## src/rtl/mc_ctrl.sv

```systemverilog
// rtl/mc_ctrl.sv - multicycle main control FSM for the MIPS-subset core (optional MC_PERF_CNT_EN adds cycle/instruction counters)
module mc_ctrl #(
    parameter bit TRAP_ON_ILLEGAL = 1'b1
) (
    input  logic       clk,
    input  logic       rst,
    input  logic [5:0] opcode,
    input  logic       zero,
    input  logic       mem_ready,
    output logic       mem_read,
    output logic       mem_write,
    output logic       iord,
    output logic       ir_write,
    output logic       pc_write,
    output logic [1:0] pc_source,
    output logic       alu_src_a,
    output logic [1:0] alu_src_b,
    output logic       imm_zext,
    output logic [3:0] ALUOp,
    output logic       reg_write,
    output logic       reg_dst,
    output logic       mem_to_reg,
    output logic       instr_done,
    output logic       illegal
`ifdef MC_PERF_CNT_EN
    ,
    output logic [31:0] cycle_cnt,
    output logic [31:0] instr_cnt
`endif
);

    localparam logic [5:0] OP_RTYPE = 6'b000000;
    localparam logic [5:0] OP_J     = 6'b000010;
    localparam logic [5:0] OP_BEQ   = 6'b000100;
    localparam logic [5:0] OP_BNE   = 6'b000101;
    localparam logic [5:0] OP_ADDI  = 6'b001000;
    localparam logic [5:0] OP_SLTI  = 6'b001010;
    localparam logic [5:0] OP_SLTIU = 6'b001011;
    localparam logic [5:0] OP_ANDI  = 6'b001100;
    localparam logic [5:0] OP_ORI   = 6'b001101;
    localparam logic [5:0] OP_XORI  = 6'b001110;
    localparam logic [5:0] OP_LW    = 6'b100011;
    localparam logic [5:0] OP_SW    = 6'b101011;

    localparam logic [3:0] ALU_ADD  = 4'b0010;
    localparam logic [3:0] ALU_RTYP = 4'b0000;

    typedef enum logic [3:0] {
        S_FETCH, S_DECODE, S_MEMADR, S_MEMRD, S_MEMWB, S_MEMWR,
        S_REXEC, S_RWB, S_IEXEC, S_IWB, S_BRANCH, S_JUMP, S_TRAP
    } state_t;

    state_t state_q, state_d;
    logic   illegal_q, illegal_d;

    logic is_mem, is_r, is_itype, is_branch, is_j;

    // Opcode classification used by the decode-state dispatch
    always_comb begin
        is_mem    = (opcode == OP_LW) || (opcode == OP_SW);
        is_r      = (opcode == OP_RTYPE);
        is_itype  = (opcode == OP_ADDI) || (opcode == OP_SLTI) || (opcode == OP_SLTIU) ||
                    (opcode == OP_ANDI) || (opcode == OP_ORI)  || (opcode == OP_XORI);
        is_branch = (opcode == OP_BEQ) || (opcode == OP_BNE);
        is_j      = (opcode == OP_J);
    end

    // State register and sticky illegal flag, synchronous active-high reset
    always_ff @(posedge clk) begin
        if (rst) begin
            state_q   <= S_FETCH;
            illegal_q <= 1'b0;
        end else begin
            state_q   <= state_d;
            illegal_q <= illegal_d;
        end
    end

    // Next-state and Moore output decode; rst forces every output to its idle value
    always_comb begin
        state_d    = state_q;
        illegal_d  = illegal_q;
        mem_read   = 1'b0;
        mem_write  = 1'b0;
        iord       = 1'b0;
        ir_write   = 1'b0;
        pc_write   = 1'b0;
        pc_source  = 2'b00;
        alu_src_a  = 1'b0;
        alu_src_b  = 2'b00;
        imm_zext   = 1'b0;
        ALUOp      = ALU_ADD;
        reg_write  = 1'b0;
        reg_dst    = 1'b0;
        mem_to_reg = 1'b0;
        instr_done = 1'b0;
        illegal    = 1'b0;
        if (!rst) begin
            illegal = illegal_q;
            case (state_q)
                S_FETCH: begin
                    mem_read  = 1'b1;
                    alu_src_b = 2'b01;
                    if (mem_ready) begin
                        ir_write = 1'b1;
                        pc_write = 1'b1;
                        state_d  = S_DECODE;
                    end
                end
                S_DECODE: begin
                    // ALUOut captures PC + (imm << 2) for a possible branch
                    alu_src_b = 2'b11;
                    if (is_mem) begin
                        state_d = S_MEMADR;
                    end else if (is_r) begin
                        state_d = S_REXEC;
                    end else if (is_itype) begin
                        state_d = S_IEXEC;
                    end else if (is_branch) begin
                        state_d = S_BRANCH;
                    end else if (is_j) begin
                        state_d = S_JUMP;
                    end else begin
                        illegal_d = 1'b1;
                        if (TRAP_ON_ILLEGAL) begin
                            state_d = S_TRAP;
                        end else begin
                            instr_done = 1'b1;
                            state_d    = S_FETCH;
                        end
                    end
                end
                S_MEMADR: begin
                    alu_src_a = 1'b1;
                    alu_src_b = 2'b10;
                    state_d   = (opcode == OP_LW) ? S_MEMRD : S_MEMWR;
                end
                S_MEMRD: begin
                    mem_read = 1'b1;
                    iord     = 1'b1;
                    if (mem_ready) begin
                        state_d = S_MEMWB;
                    end
                end
                S_MEMWB: begin
                    reg_write  = 1'b1;
                    mem_to_reg = 1'b1;
                    instr_done = 1'b1;
                    state_d    = S_FETCH;
                end
                S_MEMWR: begin
                    mem_write = 1'b1;
                    iord      = 1'b1;
                    if (mem_ready) begin
                        instr_done = 1'b1;
                        state_d    = S_FETCH;
                    end
                end
                S_REXEC: begin
                    alu_src_a = 1'b1;
                    ALUOp     = ALU_RTYP;
                    state_d   = S_RWB;
                end
                S_RWB: begin
                    reg_write  = 1'b1;
                    reg_dst    = 1'b1;
                    instr_done = 1'b1;
                    state_d    = S_FETCH;
                end
                S_IEXEC: begin
                    alu_src_a = 1'b1;
                    alu_src_b = 2'b10;
                    ALUOp     = opcode[3:0];
                    imm_zext  = (opcode == OP_ANDI) || (opcode == OP_ORI) || (opcode == OP_XORI);
                    state_d   = S_IWB;
                end
                S_IWB: begin
                    reg_write  = 1'b1;
                    instr_done = 1'b1;
                    state_d    = S_FETCH;
                end
                S_BRANCH: begin
                    alu_src_a  = 1'b1;
                    ALUOp      = opcode[3:0];
                    pc_source  = 2'b01;
                    pc_write   = (opcode == OP_BEQ) ? zero : ~zero;
                    instr_done = 1'b1;
                    state_d    = S_FETCH;
                end
                S_JUMP: begin
                    pc_source  = 2'b10;
                    pc_write   = 1'b1;
                    instr_done = 1'b1;
                    state_d    = S_FETCH;
                end
                S_TRAP: begin
                    state_d = S_TRAP;
                end
                default: begin
                    state_d = S_FETCH;
                end
            endcase
        end
    end

`ifdef MC_PERF_CNT_EN
    logic [31:0] cycle_cnt_q, instr_cnt_q;

    // Free-running cycle and retired-instruction counters, wrapping modulo 2^32
    always_ff @(posedge clk) begin
        if (rst) begin
            cycle_cnt_q <= 32'd0;
            instr_cnt_q <= 32'd0;
        end else begin
            cycle_cnt_q <= cycle_cnt_q + 32'd1;
            if (instr_done) begin
                instr_cnt_q <= instr_cnt_q + 32'd1;
            end
        end
    end

    assign cycle_cnt = cycle_cnt_q;
    assign instr_cnt = instr_cnt_q;
`endif

endmodule

```

## config.mk

```make
export PLATFORM = sky130hd
export DESIGN_NAME = mc_ctrl
export DESIGN_NICKNAME = d
export VERILOG_FILES = /design/src/rtl/mc_ctrl.sv
export SDC_FILE = /design/constraint.sdc
export NUM_CORES = 1
export LEC_CHECK = 0
export ABC_AREA = 1
export CORE_ASPECT_RATIO = 1.2
export CORE_MARGIN = 10
export CORE_UTILIZATION = 39
export CTS_BUF_LIST = sky130_fd_sc_hd__clkbuf_4 sky130_fd_sc_hd__clkbuf_8
export CTS_CLUSTER_DIAMETER = 50
export DETAILED_ROUTE_END_ITERATION = 8
export GPL_ROUTABILITY_DRIVEN = 0
export PLACE_DENSITY = 0.74
export REMOVE_ABC_BUFFERS = 1
export SLEW_MARGIN = 20
export SYNTH_ARGS = -nofsm -noshare
export SYNTH_HDL_FRONTEND = slang
export SYNTH_SLANG_ARGS = --single-unit
```

## constraint.sdc

```tcl
create_clock -name clk -period 1.27 [get_ports clk]
set_clock_uncertainty 0.2 [all_clocks]
set_input_delay 0.127 -clock clk [delete_from_list [all_inputs] [get_ports clk]]
set_output_delay 0.127 -clock clk [all_outputs]
set_load 0.01 [all_outputs]
```

# Word level (Yosys, flattened, before mapping)
# Cells that the tools add are included.
# op_classes
mux	41
reduce_logical	20
n_eq_ne	26
bitwise_logic	6
# ops
op	count
6-bit by 4-bit == test with 1-bit output (second input constant)	6
4-bit one-hot mux with 8 select lines	1
4-bit two-way mux	6
1-bit two-way mux	23
4-bit == test (second input constant)	5
4-bit by 3-bit == test with 1-bit output (second input constant)	4
6-bit by 3-bit == test with 1-bit output (second input constant)	2
6-bit == test (second input constant)	2
3-bit two-way mux	4
1-bit logical OR	9
4-bit by 2-bit == test with 1-bit output (second input constant)	2
4-bit one-hot mux with 2 select lines	1
2-bit OR reduction	4
6-bit by 2-bit == test with 1-bit output (second input constant)	1
6-bit logical NOT	1
2-bit != test (second input constant)	3
1-bit NOT	6
2-bit one-hot mux with 3 select lines	1
6-bit AND reduction	1
5-bit OR reduction	1
4-bit by 1-bit == test with 1-bit output (second input constant)	1
4-bit logical NOT	1
2-bit two-way mux	2
2-bit one-hot mux with 2 select lines	1
5 further kinds	5
# word_totals
in_bits	10
out_inout_bits	20
regBits	5
elab_cells	95

# Depth between registers and ports, before layout
# Gate-level depths: netlist of the first run.
# logic_depth
ltp_word	10
depth_mapped	9
depth_no_buf	9

# Least setup slack after synthesis of the first run
# No wires, ideal clock.
# synth_timing
path_kind	reg2out
startpoint	reg state_q[1]
endpoint	out instr_done
path_slack_ns	-0.165
required_time_ns	0.943
n_path_buf	0
t_arrival_ns	1.108
path_stages_with_launch	6
cell_sequence	dfxtp_1 nor2_1 inv_1 nor2_1 inv_1 a41oi_1
# synth_between
elab_chain_len	4
word_cells_on_any_way	9
classes_between	eq/ne: 6; mux: 2; reduce/logical: 1
# synth_lines
element	line_no	source
start: declaration	53	state_t state_q, state_d;
start signal: assignment	74	state_q <= state_d;
4-bit == test or 4-bit by 3-bit == test with 1-bit output (tied branches)	100	case (state_q)
5-bit OR reduction (no source line)	n/a	
1-bit one-hot mux with 2 select lines (*)	100	
1-bit two-way mux (*)	98	if (!rst) begin
end: declaration	23	output logic instr_done,
# Every way passes the cells marked *; elsewhere a longest branch is shown, timed or not.

# Worst setup path after layout of the first run
# layout_timing
startpoint	reg state_q[3]
endpoint	reg state_q[0]
# layout_between
elab_chain_len	3
word_cells_on_any_way	13
classes_between	eq/ne: 10; mux: 1; reduce/logical: 2
# layout_lines
element	line_no
4-bit by 2-bit == test with 1-bit output (tied with other cells)	100
2-bit != test (no source line)	n/a
3-bit AND reduction (no source line)	n/a
# Parallel ways exist; a longest one is shown, timed or not.
# A chain may end at the register's enable or synchronous reset.

==> results of run 1 <==
## logic make-up (layout without fill, tap and decap cells)
| logic type | count (synthesis) | count (layout) | share of synthesized area |
|---|---|---|---|
| AND/OR/NAND/NOR | 82 | 82 | 0.535 |
| buffers and inverters | 29 | 105 | 0.161 |
| AO/OA/AOI/OAI | 18 | 18 | 0.159 |
| flip-flops | 5 | 5 | 0.146 |
## cells in the final DEF (no fill, tap or decap), types with 3 or more instances in the layout
cell,n
dlygate4sd2_1,5
buf_6,9
buf_4,35
inv_2,7
a21oi_2,5
nor2_2,9
nor2_4,8
nand4_1,4
inv_1,15
inv_4,4
clkbuf_4,4
nand3_2,3
buf_2,19
nor3_2,3
dfxtp_4,4
nor2_1,10
nand2_1,23
nand3_1,8
nand2_4,5
nand2_2,4
## registers in the layout (all words and copies together), names as in the netlist
name	count
illegal_q	1
state_q	4
## layout make-up
| cell class | count | area [um2] |
|---|---|---|
| multi-input combinational | 100 | 698 |
| timing repair buffer | 74 | 573 |
| inverter | 27 | 116 |
| sequential | 5 | 115 |
| fill | 55 | 86.3 |
| clock buffer | 4 | 30.0 |
| tap | 18 | 22.5 |
## synth_stat cells
cell / count
inv_1: 26
nand3b_1: 2
nand4_1: 4
a22oi_1: 1
nand2_1: 32
o31ai_1: 1
nor2_4: 2
o21ai_0: 6
a41oi_1: 1
clkbuf_1: 1
dfxtp_1: 5
buf_2: 1
clkinv_1: 1
nor3_1: 5
nand3_1: 12
a21oi_1: 6
o21a_1: 1
o32ai_1: 1
a21oi_2: 1
nor2_1: 23
nor2_2: 2
## worst paths after layout
check,cells past startpoint,to,slack [ns],start
worst min-delay path,2,illegal_q$_SDFFE_PP0P_,0.31,illegal_q$_SDFFE_PP0P_
worst max register to register,9,state_q[0]$_SDFFE_PP0P_,-0.57,state_q[3]$_SDFFE_PP0P_
worst max-delay path,9,state_q[0]$_SDFFE_PP0P_,-0.57,state_q[3]$_SDFFE_PP0P_
worst min register to register,2,illegal_q$_SDFFE_PP0P_,0.31,illegal_q$_SDFFE_PP0P_
## power breakdown
part	switching (mW)	internal, mW	total (mW)	leakage [nW]
logic	0.695	0.495	1.19	0.765
registers	0.0636	0.204	0.268	0.0438
clock network	0.0722	0.141	0.213	0.0184
total	0.830	0.839	1.67	0.827
## critical path, stage by stage, from the launching register on
cell and delay (ns):
dfxtp_4 0.37, buf_6 0.13, nor2_4 0.17, nand2_1 0.15, buf_4 0.17, nor2_2 0.14, nand2_1 0.07, nand3_1 0.09
nand2_1 0.06, a21oi_1 0.17
## routing by layer
metal | global-route usage | wire length (um)
met2 | 0.374 | 2320
met4 | 0.0588 | 409
met3 | 0.0423 | 554
met1 | 0.217 | 1640
met5 | 0 | 0
## repair_timing
item                       in CTS  in global routing
gates resized for setup       146                 34
setup endpoints to repair      25                 25
hold endpoints to repair        0                  0
setup buffers                   9                  3
cloned                          1                  0
pin swaps                      13                 12
==> summary.md, run 1 <==
| Metric | Value |
|---|---|
| Rel. slew slack | `0.852` |
| Pre-antenna DRT Iters | `5` |
| TNS Setup | `-9.22 ns` |
| Vias in the first global route | `1269` |
| Fin crit period | `approximately 1.8 ns` |
| Initial antenna violation count | `0` |
| Max Freq | `0.544 GHz` |
| Core ar. | `1640 um2` |
| Synth unique cells | `21` |
| DP Wirelength | `2.26 mm` |
| Setup ws final | `-0.567 ns` |
| DIE AREA | `slightly below 4000 um2` |
| Root Buffer | `clkbuf_4` |
| Final cell count without fillers | `between 200 and 250` |
| First-pass GRT wire length | `6.29 mm` |
| Max IR drop VDD | `0.00129 V` |
| Final hold violations | `0` |
| CTS Sinks | `5` |
| Clk pin slew, worst setup/hold paths | `0.05 ns` |
| Worst-Margin Slew | `0.221 ns` |
| Antenna Nets Post-Route | `0` |
| Worst hold slack | `slightly above 0.3 ns` |
| CTS Hold Bufs | `0` |
| Post-synthesis sequential area ratio | `0.146` |
| Placed Instance Area | `roughly 1200 um2` |
| CP Data Required Time | `1.22 ns` |
| Boundary Pins | `30` |
| Total gr overflow | `0` |
| Post-Syn Area | `between 600 and 700 um2` |
| CTS Buffer Depth | `2` |
| Layout Utilization | `0.947` |
| PwrDens | `~1100 nW/um2` |
| Synth Warn # | `0` |
| Worst-path maximum fanout | `5` |
| HP Class | `reg2reg` |
| Final nets | `between 200 and 250` |
| Yosys top cell area share | `0.175` |
| Largest cells by area after synthesis | `nand2_1 (18%), dfxtp_1 (15%), inv_1 (14%)` |
| CTS tree | `built` |
| CP endpoint kind | `flop` |
| Synth-to-Final Area Change | `127%` |
| CP Launch Type | `flop` |
| 1st-iter DRT viols | `95` |
| Failing checks | `setup timing` |
| Final wirelength | `approximately 4.9 mm` |
| Setup CP Type | `reg2reg` |
| Mapped Cells | `approximately 130` |
| # Max-Cap Violations | `0` |
| Syn avg cell area | `around 5.1 um2` |
| Gr usage total | `0.201` |
| CTS Buf Count | `3` |
| Finished Cell Area | `approximately 1600 um2` |
| Setup-failing EPs final | `24` |
| Via/cell ratio | `6.27` |
| Largest net degree at the start of global routing | `7` |
| P_leak | `a little over 0.8 nW` |
| Die boundary width | `between 50 and 60 um` |
| Status | `complete, but fails checks` |
| Final period util | `1.45` |
| Diodes inserted | `0` |
| Die H | `65.9 um` |
| Total Power | `1.67 mW` |
| Layout cells sized above 1 | `0.624` |
| Slew Limit Fails | `0` |
| H-tree depth | `1` |
| Initial Util | `0.418` |
| Yosys top cell by area | `nand2_1` |
| Drt wl/cell | `about 22 um` |
| Crit path DAT | `between 1.5 and 2 ns` |
| Placed insts | `212` |
| DRC viols | `0` |
| RSZ-0062 raised after global routing | `true` |
| Vias | `between 1000 and 1500` |
| Worst slack at placement | `-0.813 ns` |
| # rows | `16` |
| Seq cells post-synth | `5` |
| IO buf count | `29` |
| Latest clock arrival within the worst-skew pair | `approximately 0.24 ns` |
Note: power is estimated with default switching activity, not from simulation.
==> inputs of run 2 (changes only) <==
--- a/config.mk
+++ b/config.mk
@@ -7,13 +7,12 @@
 export LEC_CHECK = 0
 export ABC_AREA = 1
 export CORE_ASPECT_RATIO = 1.2
-export CORE_MARGIN = 10
 export CORE_UTILIZATION = 39
 export CTS_BUF_LIST = sky130_fd_sc_hd__clkbuf_4 sky130_fd_sc_hd__clkbuf_8
 export CTS_CLUSTER_DIAMETER = 50
 export DETAILED_ROUTE_END_ITERATION = 8
 export GPL_ROUTABILITY_DRIVEN = 0
-export PLACE_DENSITY = 0.74
+export PLACE_DENSITY = 0.78
 export REMOVE_ABC_BUFFERS = 1
 export SLEW_MARGIN = 20
 export SYNTH_ARGS = -nofsm -noshare
==> summary.md, run 2 <==
| Metric | Value |
|---|---|
| CTS Buffer Depth | `2 (unchanged)` |
| Gr usage total | `0.749` |
| Post-synth top cells | `nand2_1 (32), inv_1 (26), nor2_1 (23)` |
| Boundary Pins | `30 (unchanged)` |
| Synth Warn # | `0 (unchanged)` |
| Largest cells by area after synthesis | `nand2_1 (18%), dfxtp_1 (15%), inv_1 (14%)` |
| Syn avg cell area | `5.12 um2 (unchanged)` |
| Placed Instance Area | `1250 um2 (+1.2%)` |
| H-tree depth | `1 (unchanged)` |
| DP Wirelength | `2.11 mm (-6.8%)` |
| Number of flops mapped to enable cells by yosys | `0 (unchanged)` |
| Last step reached | `5_1_grt` |
| CTS Sinks | `5 (unchanged)` |
| Synth unique cells | `21 (unchanged)` |
| Die boundary width | `40.3 um (-31%)` |
| Seq cells post-synth | `5 (unchanged)` |
| Stop err | `[ERROR GRT-0232] Routing congestion too high. Check the congestion heatmap in the GUI.` |
| CTS Buf Count | `3 (unchanged)` |
| Placed insts | `214 (+0.94%)` |
| # rows | `16 (unchanged)` |
| IO buf count | `29 (unchanged)` |
| Mapped Cells | `134 (unchanged)` |
| Worst setup endpoint GRT | `state_q[2]$_SDFFE_PP0P_/D` |
| Initial Util | `0.418 (unchanged)` |
| Worst endpoint type | `sequential cell input` |
| Yosys top cell area share | `0.175 (unchanged)` |
| Post-Syn Area | `686 um2 (unchanged)` |
| Total gr overflow | `47` |
| Yosys top cell by area | `nand2_1` |
| Count leader, synth | `nand2_1` |
| CTS Hold Bufs | `0 (unchanged)` |
| Primary FF master, synth | `dfxtp_1` |
| Die H | `47.9 um (-27%)` |
| Status | `stopped before the end` |
| Worst slack at placement | `-0.854 ns (-0.0407 ns)` |
| Largest net degree at the start of global routing | `12` |
| Asr flop ratio synth | `0 (unchanged)` |
| Root Buffer | `clkbuf_4` |
| Post-synthesis sequential area ratio | `0.146 (unchanged)` |
run 2: cell counts after synthesis:
No cell type changed its count.
run 2: kinds of logic after synthesis:
logic type             synth area share
AND/OR/NAND/NOR                   0.535
flip-flops                        0.146
buffers and inverters             0.161
AO/OA/AOI/OAI                     0.159
run 2: timing repair:
item / CTS
cloned: 0
buffers inserted: 9
setup endpoints to repair: 25
resized for setup: 146
pin swaps: 15
endpoints found under the hold margin: 0
run 2: stage by stage:
stage	util	TNS, ns	hold slack (ns)
after floorplan	-	-0.725	-0.0106
after CTS	0.889	-7.26	0.162
after global placement	0.763	-13.85	0.264
after detailed placement	0.763	-14.52	0.282
run 2: layer usage:
layer,global-route usage,GRT overflow
met1,0.678,0
met2,1.00,24
met3,0.484,0
met4,0.933,23
met5,0,0
==> inputs of run 3 (changes only) <==
==> config.mk (replaced) <==
export PLATFORM = sky130hd
export DESIGN_NAME = mc_ctrl
export DESIGN_NICKNAME = d
export VERILOG_FILES = /design/src/rtl/mc_ctrl.sv
export SDC_FILE = /design/constraint.sdc
export NUM_CORES = 1
export LEC_CHECK = 0
export ABC_AREA = 1
export CORE_AREA = 2 2 63 65
export DETAILED_ROUTE_END_ITERATION = 8
export DIE_AREA = 0 0 65 67
export GPL_ROUTABILITY_DRIVEN = 0
export PLACE_DENSITY_LB_ADDON = 0.15
export REMOVE_ABC_BUFFERS = 1
export SLEW_MARGIN = 20
export SYNTH_ARGS = -nofsm -noshare
export SYNTH_HDL_FRONTEND = slang
export SYNTH_SLANG_ARGS = --single-unit
==> constraint.sdc (replaced) <==
create_clock -name clk -period 1.7 [get_ports clk]
set_clock_uncertainty 0.2 [all_clocks]
set_input_delay 0.17 -clock clk [delete_from_list [all_inputs] [get_ports clk]]
set_output_delay 0.17 -clock clk [all_outputs]
set_load 0.01 [all_outputs]
==> summary.md, run 3 (same netlist as run 1, synthesis figures left out) <==
| Metric | Value |
|---|---|
| Status | `complete, but fails checks` |
| Failing checks | `setup timing` |
| Pre-antenna DRT Iters | `4` |
| Diodes inserted | `0` |
| Fill count | `387` |
| Layout Utilization | `0.474` |
| Total gr overflow | `0` |
| Final hold violations | `0` |
| H-tree depth | `1 (unchanged)` |
| Final cell count without fillers | `267` |
| DRC viols | `0` |
| CTS Buffer Depth | `2 (unchanged)` |
| Vias in the first global route | `between 1000 and 1500` |
| Largest register FFs | `4` |
| Via/cell ratio | `~4.4` |
| 1st-iter DRT viols | `30` |
| Initial Util | `0.190 (-0.228)` |
| Met1 Usage GRT | `0.156` |
| Latest clock arrival within the worst-skew pair | `0.22 ns` |
| Initial antenna violation count | `0` |
| Drt wl/cell | `approximately 11 um` |
| Final period util | `1.04` |
| IO buf count | `29 (unchanged)` |
| First-pass GRT wire length | `4.57 mm` |
| HP Class | `reg2reg` |
| Die H | `67 um (+40%)` |
| CP Launch Type | `flop` |
| CP Data Required Time | `between 1 and 1.5 ns` |
| Setup CP Type | `reg2out` |
| Vias | `~1200` |
| Final nets | `230` |
| Synth-to-Final Area Change | `149%` |
| DP Wirelength | `2.25 mm (+6.8%)` |
| Max Freq | `between 0.5 and 0.6 GHz` |
| Max IR drop VDD | `0.000260 V` |
| Worst-Margin Slew | `0.205 ns` |
| Setup ws final | `-0.0764 ns` |
| PwrDens | `slightly below 800 nW/um2` |
| Die boundary width | `65 um (+61%)` |
| Worst-path maximum fanout | `3` |
| Clk pin slew, worst setup/hold paths | `~0.03 ns` |
| # rows | `22 (+6)` |
| CTS tree | `built` |
| Placed insts | `252 (+18%)` |
| Root Buffer | `clkbuf_8` |
| P_leak | `just over 0.9 nW` |
| Biggest register | `state_q` |
| Boundary Pins | `30 (unchanged)` |
| Fin crit period | `approximately 1.8 ns` |
| Rel. slew slack | `0.863` |
| Final wirelength | `3.00 mm` |
| Leading cell types in the layout, fill and taps excluded | `buf_4 (37), nand2_1 (22), buf_6 (20)` |
| RSZ-0062 raised after global routing | `true` |
| Core ar. | `3610 um2` |
| GR Layer Usage met2 | `0.245` |
| CP endpoint kind | `output pin` |
| DIE AREA | `around 4400 um2` |
| Gr usage total | `0.132` |
| Antenna Nets Post-Route | `0` |
| CTS Sinks | `5 (unchanged)` |
| Commonest non-fill, non-tap cell in the layout | `buf_4` |
| # Max-Cap Violations | `0` |
| Layout cells sized above 1 | `0.594` |
| Grt met3 use | `0.0253` |
| Crit path DAT | `between 1 and 1.5 ns` |
| CTS Buf Count | `3 (unchanged)` |
| Largest net degree at the start of global routing | `15` |
| Slew Limit Fails | `0` |
| GR peak layer | `met2` |
| Top flop regs | `state_q x4, illegal_q x1` |
| Setup-failing EPs final | `4` |
==> run 3: power breakdown <==
group | internal, mW | switching (mW) | total, mW
clock network | 0.160 | 0.0512 | 0.211
registers | 0.151 | 0.0318 | 0.183
logic | 0.466 | 0.465 | 0.931
total | 0.777 | 0.548 | 1.32
==> run 3: through the flow <==
stage / instance area (um2) / hold slack, ns / setup TNS, ns / setup slack (ns) / power, mW
after CTS: 1480 / 0.279 / -0.540 / -0.255 / 1.11
after global placement: 1350 / 0.268 / -5.37 / -0.482 / 0.816
final: 1710 / 0.272 / -0.178 / -0.0764 / 1.32
after detailed placement: 1350 / 0.269 / -5.53 / -0.509 / 0.817
after floorplan: 677 / 0.0324 / 0 / 0.222 / 0.452
after global routing: 1710 / 0.335 / -0.811 / -0.133 / 1.42
==> run 3: what timing repair did <==
action	in CTS	in global routing
pin swaps	7	23
hold buffers	0	0
cloned	0	0
setup buffers	7	7
setup endpoints to repair	20	20
gates resized for setup	96	76
==> run 3: worst max-delay path: stages (launching register included) <==
cell,delay (ns)
dfxtp_4,0.34
buf_6,0.11
nor2_4,0.13
buf_6,0.13
nand2_4,0.06
inv_4,0.06
nand2_2,0.04
a41oi_2,0.15
buf_2,0.16
==> run 3: layer usage <==
layer / routed length [um] / part of all wire
met1: 1280 / 0.43
met2: 1610 / 0.54
met3: 95 / 0.032
met4: 19 / 0.0063
met5: 0 / 0
==> run 3: path summary, 6_finish.rpt <==
path	cells after the start	slack (ns)	startpoint	end
worst max-delay path	8	-0.08	state_q[3]$_SDFFE_PP0P_	instr_done
worst min-delay path	2	0.27	illegal_q$_SDFFE_PP0P_	illegal_q$_SDFFE_PP0P_
worst max register to register	10	0.04	state_q[3]$_SDFFE_PP0P_	state_q[2]$_SDFFE_PP0P_
worst min register to register	2	0.27	illegal_q$_SDFFE_PP0P_	illegal_q$_SDFFE_PP0P_
==> run 3: layout make-up <==
class / instances / area (um2) / area share
clock buffers: 4 / 45.0 / 0.0263
inverters: 27 / 110 / 0.0644
multi-input cells: 100 / 677 / 0.396
flip-flops and latches: 5 / 108 / 0.0629
well taps: 48 / 60.1 / 0.0351
repair buffers: 83 / 711 / 0.416
